==> config.mk <==
export PLATFORM = sky130hd
export DESIGN_NAME = echo_tester
export DESIGN_NICKNAME = d
export VERILOG_FILES = /design/src/rtl/uart_pkg.sv /design/src/rtl/echo_timeout_timer.sv /design/src/rtl/echo_tester.sv
export SDC_FILE = /design/constraint.sdc
export NUM_CORES = 1
export LEC_CHECK = 0
export CORE_ASPECT_RATIO = 1.25
export CORE_UTILIZATION = 38
export CTS_CLUSTER_SIZE = 30
export DETAILED_ROUTE_END_ITERATION = 7
export GPL_ROUTABILITY_DRIVEN = 0
export PLACE_DENSITY = 0.65
export SYNTH_ARGS = -nofsm -noshare
export SYNTH_HDL_FRONTEND = slang
export SYNTH_SLANG_ARGS = --single-unit
==> constraint.sdc <==
create_clock -name clk -period 4 [get_ports clk]
set_clock_uncertainty 0.05 [all_clocks]
set_input_delay 0.8 -clock clk [delete_from_list [all_inputs] [get_ports clk]]
set_output_delay 0.8 -clock clk [all_outputs]
set_load 0.02 [all_outputs]
==> src/rtl/uart_pkg.sv <==
// Shared UART command-block definitions: echo FSM states, terminator bytes and small helpers.
package uart_pkg;

    typedef enum logic [2:0] {
        StIdle,
        StWaitIdle,
        StStart,
        StWaitTx,
        StWaitEcho,
        StNext,
        StDone
    } echo_state_e;

    localparam logic [7:0] ECHO_TERM  = 8'h55;
    localparam logic [7:0] ECHO_SUBST = 8'hAA;

    // Byte idx of a run: seed+idx, never an early terminator; index `last` is the terminator.
    function automatic logic [7:0] gen_byte(input logic [7:0] seed, input logic [7:0] idx,
                                            input logic [7:0] last);
        logic [7:0] b;
        b = seed + idx;
        if (idx == last) begin
            return ECHO_TERM;
        end
        return (b == ECHO_TERM) ? ECHO_SUBST : b;
    endfunction

    function automatic logic [7:0] sat_inc(input logic [7:0] v);
        return (v == 8'hFF) ? v : v + 8'd1;
    endfunction

endpackage

==> src/rtl/echo_timeout_timer.sv <==
// Cycle timer that counts while enabled and sticks at TIMEOUT, raising expired there.
module echo_timeout_timer #(
    parameter int unsigned TIMEOUT = 100000
) (
    input  logic clk,
    input  logic reset,
    input  logic clear,
    input  logic enable,
    output logic expired
);

    localparam int unsigned TW = $clog2(TIMEOUT + 1);
    localparam logic [TW-1:0] LIMIT = TW'(TIMEOUT);

    logic [TW-1:0] count_q, count_d;

    always_comb begin
        count_d = count_q;
        if (clear) begin
            count_d = '0;
        end else if (enable && count_q != LIMIT) begin
            count_d = count_q + TW'(1);
        end
    end

    always_ff @(posedge clk or negedge reset) begin
        if (!reset) begin
            count_q <= '0;
        end else begin
            count_q <= count_d;
        end
    end

    assign expired = (count_q == LIMIT);

endmodule

==> src/rtl/echo_tester.sv <==
// Initiator of the UART byte-echo self-test: sends a seeded byte run plus terminator,
// compares every echo and reports pass/fail with a saturating error count.
module echo_tester #(
    parameter int unsigned LEN     = 8,
    parameter logic [7:0]  SEED    = 8'h10,
    parameter int unsigned TIMEOUT = 100000
) (
    input  logic       clk,
    input  logic       reset,
    input  logic       activate,
    output logic       done,
    output logic       pass,
    output logic [7:0] err_count,
    input  logic       tx_done,
    input  logic       tx_active,
    input  logic       rx_ready,
    input  logic [7:0] rx_data,
    output logic [7:0] tx_data,
    output logic       tx_start
);
    import uart_pkg::*;

    localparam logic [7:0] LAST = 8'(LEN);

    echo_state_e state_q, state_d;
    logic [7:0]  idx_q, idx_d;
    logic [7:0]  err_q, err_d;
    logic [7:0]  txd_q, txd_d;
    logic        echo_flag_q, echo_flag_d;
    logic [7:0]  echo_byte_q, echo_byte_d;
    logic        timer_clear, timer_en, expired;

    echo_timeout_timer #(
        .TIMEOUT(TIMEOUT)
    ) u_timer (
        .clk    (clk),
        .reset  (reset),
        .clear  (timer_clear),
        .enable (timer_en),
        .expired(expired)
    );

    always_comb begin
        state_d     = state_q;
        idx_d       = idx_q;
        err_d       = err_q;
        txd_d       = txd_q;
        echo_flag_d = echo_flag_q;
        echo_byte_d = echo_byte_q;
        timer_clear = 1'b0;
        timer_en    = 1'b0;
        case (state_q)
            StIdle: begin
                if (activate) begin
                    err_d   = 8'd0;
                    idx_d   = 8'd0;
                    state_d = StWaitIdle;
                end
            end
            StWaitIdle: begin
                // Load the byte here so tx_data is already valid in the START cycle.
                if (!tx_active) begin
                    txd_d   = gen_byte(SEED, idx_q, LAST);
                    state_d = StStart;
                end
            end
            StStart: begin
                timer_clear = 1'b1;
                echo_flag_d = 1'b0;
                state_d     = StWaitTx;
            end
            StWaitTx: begin
                timer_en = 1'b1;
                if (rx_ready && !echo_flag_q) begin
                    echo_flag_d = 1'b1;
                    echo_byte_d = rx_data;
                end
                if (tx_done) begin
                    state_d = StWaitEcho;
                end
            end
            StWaitEcho: begin
                timer_en = 1'b1;
                // An echo beats a simultaneous timeout.
                if (echo_flag_q || rx_ready) begin
                    if ((echo_flag_q ? echo_byte_q : rx_data) != txd_q) begin
                        err_d = sat_inc(err_q);
                    end
                    state_d = StNext;
                end else if (expired) begin
                    err_d   = sat_inc(err_q);
                    state_d = StNext;
                end
            end
            StNext: begin
                if (idx_q == LAST) begin
                    state_d = StDone;
                end else begin
                    idx_d   = idx_q + 8'd1;
                    state_d = StWaitIdle;
                end
            end
            StDone: begin
                if (!activate && !tx_active && !rx_ready) begin
                    state_d = StIdle;
                end
            end
            default: state_d = StIdle;
        endcase
    end

    always_ff @(posedge clk or negedge reset) begin
        if (!reset) begin
            state_q     <= StIdle;
            idx_q       <= 8'd0;
            err_q       <= 8'd0;
            txd_q       <= 8'd0;
            echo_flag_q <= 1'b0;
            echo_byte_q <= 8'd0;
        end else begin
            state_q     <= state_d;
            idx_q       <= idx_d;
            err_q       <= err_d;
            txd_q       <= txd_d;
            echo_flag_q <= echo_flag_d;
            echo_byte_q <= echo_byte_d;
        end
    end

    assign tx_start  = (state_q == StStart);
    assign done      = (state_q == StDone);
    assign pass      = done && (err_q == 8'd0);
    assign err_count = err_q;
    assign tx_data   = txd_q;

endmodule

==> run_results.csv <==
group,metric,value,unit
run_status,status,"finished, final reports clean",
die,die_h,105,um
sta,min_period,3.34,ns
cts,cts_root_buf,"clkbuf_8",
sta,slew_violations,0,
route,drc,0,
grt,grtUsageTotal,16.6,%
sta,hold_viol_final,0,
die,die-area,8930,sq um
cells_and_area,n_antenna_cell,0,
synth,synthArstFlopShare,100,%
power_and_ir_drop,peakVddDrop,0.000211,V
critical_path,crit_end,"tx_start",
die,core-area,8290,sq um
sta,fin_crit_sh,83.6,%
critical_path,critPathCaptureType,"primary output",
sta,tightest_slew,0.906,ns
critical_path,crit_type,"register to primary output",
synth,synthFlopType,"dfrtp_1",
cts,clockBufferDepth,2,
die,rows,37,
sta,setup-violations-final,0,
cts,clk-insertion-delay-late,0.31,ns
cells_and_area,drive_gt1_share,8.15,%
cts,post_cts_resized,0,
sta,relSlewSlack,39.1,%
critical_path,worstPathMaxFanout,16,
critical_path,path_cells,"nand3_1, inv_1, clkdlybuf4s50_1",
cts,cts.sinks,53,
critical_path,crit_required,3.15,ns
synth,ys_seq_elements,53,
sta,finalSetupTns,0,ns
route,drtIter0Drc,119,
synth,synth_edf_count,0,
grt,grt_overflow,0,
critical_path,start_kind,"register",
sta,max_freq,299,MHz
synth,yosysUniqueCellTypes,52,
cts,cts.clk_slew.worst_paths,0.10,ns
critical_path,crit_slowest_cell,"dfrtp_1",
critical_path,r2r-end,"u_timer.count_q[12]$_DFFE_PN0P_",
route,viasPerCell,5.60,
die,ioPinCount,33,
placed_design,detailed_place_hpwl,5240,um
route,via_count,2603,
die,chipWidth,84.7,um
synth,yosysWarningCount,0,
power_and_ir_drop,p_leak,1.52,nW
route,wirelength,7160,um
critical_path,max_stage_delay,0.71,ns
cts,postCtsHoldBufs,0,
route,firstDrtPassIters,4,
grt,grt_pass1_vias,2518,
critical_path,r2r-start,"state_q[1]$_DFFE_PN0P_",
cells_and_area,area_growth,13.5,%
route,avgRoutedWirePerCell,15.4,um
synth,syn_inst,342,
grt,antenna_found_initial,0,
synth,synth_top_cell_by_area,"dfrtp_1",
synth,synth_top_area_share,40.8,%
synth,syn_area,3250,sq um
hold_path,hp-class,"register to register",
sta,rsz0062_at_grt,"false",
grt,grt_pass1_wl,11900,um
critical_path,r2r_setup_slack,1.44,ns
cells_and_area,final_nets,390,
synth,avgSynthCellArea,9.50,sq um
cts,postCtsSetupBuffers,0,
critical_path,startpoint,"state_q[1]$_DFFE_PN0P_",
flow_run,maxCapViolCount,0,
critical_path,worst_ep_arrival_time,2.49,ns
synth,seq_area_frac_synth,40.8,%
placed_design,portBuffers,32,
critical_path,reg2reg_depth,5,
cts,htreeDepth,2,
cts,cts_tree,"done",
route,ant_nets,0,
grt,grt_max_degree,38,
power_and_ir_drop,cellPowerDensity,569,nW/um^2
cts,cts_buffers,5,
sta,whs,0.465,ns
synth,yosys-top-cells-area,"dfrtp_1 41%, nand3_1 4.0%, xnor2_1 3.8%",
synth,synth_nets,365,
cells_and_area,final_util,44.5,%
die,start_util,39.2,%
-- cell type report --
cell class / count / area, sq um
Clock buffer: 5 / 68.8
Clock inverter: 3 / 21.3
Fill cell: 780 / 4600
Inverter: 15 / 56.3
Multi-Input combinational cell: 257 / 1760
Sequential cell: 53 / 1330
Tap cell: 97 / 121
Timing Repair Buffer: 35 / 338
-- cells in the final DEF (no fill, tap or decap), types with 6 or more instances in the layout --
| cell type | n |
|---|---|
| nand4_1 | 10 |
| xor2_1 | 6 |
| inv_1 | 14 |
| ha_1 | 9 |
| mux2i_1 | 11 |
| clkdlybuf4s50_1 | 31 |
| nor2_1 | 23 |
| a21oi_1 | 15 |
| and3_1 | 8 |
| mux2_2 | 8 |
| a31oi_1 | 8 |
| nand3_1 | 26 |
| nand2_1 | 27 |
| dfrtp_1 | 53 |
| xnor2_1 | 14 |
| o31ai_1 | 6 |
| o21ai_0 | 15 |
-- state kept, by name, summed over array words and instances, names as in the netlist --
| register | flops |
|---|---|
| echo_byte_q | 8 |
| echo_flag_q | 1 |
| err_count | 8 |
| idx_q | 8 |
| state_q | 3 |
| tx_data | 8 |
| u_timer.count_q | 17 |
-- critical path: cells and delay by family, from the launching register on --
family / cells / cell delay, ns
buf+inv: 2 / 1.17
flops: 1 / 0.71
simple gates: 1 / 0.30
-- synthesized netlist by cell type (2+ instances only) --
cell and n:
dfrtp_1 53, a21o_1 3, nand4_1 10, o211ai_1 4, inv_1 14, a32oi_1 2
and2_1 3, a31o_2 2, mux2_2 8, nand3_1 26, a41o_1 2, nor4bb_1 2
nor2_1 23, a211oi_2 2, o31ai_1 6, buf_2 3, nor4b_1 4, ha_1 9
nand2b_1 5, and4_1 3, a31oi_1 8, a21oi_1 15, clkbuf_1 7, o21ai_0 15
nor2b_1 3, nand3b_1 2, mux2i_1 11, xnor2_1 14, nor4_2 2, or4_1 3
or3_1 5, or2_2 2, and3_1 8, xor2_1 6, a311o_1 2, nand2_1 27
a2111o_1 5, nor3_1 5, buf_6 5
-- power by group --
part           total [mW]  switching (mW)  leakage, nW  internal [mW]
registers           0.889           0.215        0.700          0.674
clock network       0.315           0.191       0.0445          0.125
logic               0.896           0.484        0.775          0.412
total                2.10           0.890         1.52           1.21
-- cell families after synthesis --
| family | Yosys count | share of synthesized area (%) |
|---|---|---|
| and+or+nand+nor | 137 | 23.6 |
| adders and majority gates | 9 | 3.46 |
| buffers and inverters | 32 | 5.08 |
| DFF | 53 | 40.8 |
| muxes | 19 | 6.16 |
| AOI/OAI and AO/OA | 72 | 15.5 |
| xor gates and xnor gates | 20 | 5.39 |
-- metrics by stage --
stage / cells / area (sq um) / setup slack, ns / power (mW)
2_1_floorplan: 342 / 3250 / 1.27 / 1.53
3_3_place_gp: 457 / 3600 / 1.09 / 1.77
3_5_place_dp: 457 / 3600 / 1.03 / 1.80
4_1_cts: 465 / 3690 / 0.660 / 2.11
5_1_grt: 465 / 3690 / 0.470 / 2.24
6_report: 465 / 3690 / 0.658 / 2.10
-- routing by layer --
| layer | GRT usage [%] | up-vias | routed length (um) |
|---|---|---|---|
| met5 | 0 | - | 0 |
| met4 | 6.54 | 0 | 104 |
| met3 | 1.96 | 9 | 154 |
| met2 | 29.9 | 39 | 3670 |
| met1 | 20.1 | 1251 | 3230 |
| li1 | - | 1304 | - |
-- worst min path at each step --
stage	startpoint	slack, ns	cells after the start	to
after detailed placement	echo_byte_q[1]$_DFFE_PN0P_	0.45	1	echo_byte_q[1]$_DFFE_PN0P_
after global placement	echo_byte_q[6]$_DFFE_PN0P_	0.44	1	echo_byte_q[6]$_DFFE_PN0P_
final	echo_byte_q[1]$_DFFE_PN0P_	0.46	1	echo_byte_q[1]$_DFFE_PN0P_
after floorplan	u_timer.count_q[6]$_DFFE_PN0P_	0.42	1	u_timer.count_q[6]$_DFFE_PN0P_
after global routing	echo_byte_q[1]$_DFFE_PN0P_	0.48	1	echo_byte_q[1]$_DFFE_PN0P_
after CTS	echo_byte_q[1]$_DFFE_PN0P_	0.47	1	echo_byte_q[1]$_DFFE_PN0P_
No activity file was read; power rests on OpenSTA's default activity.
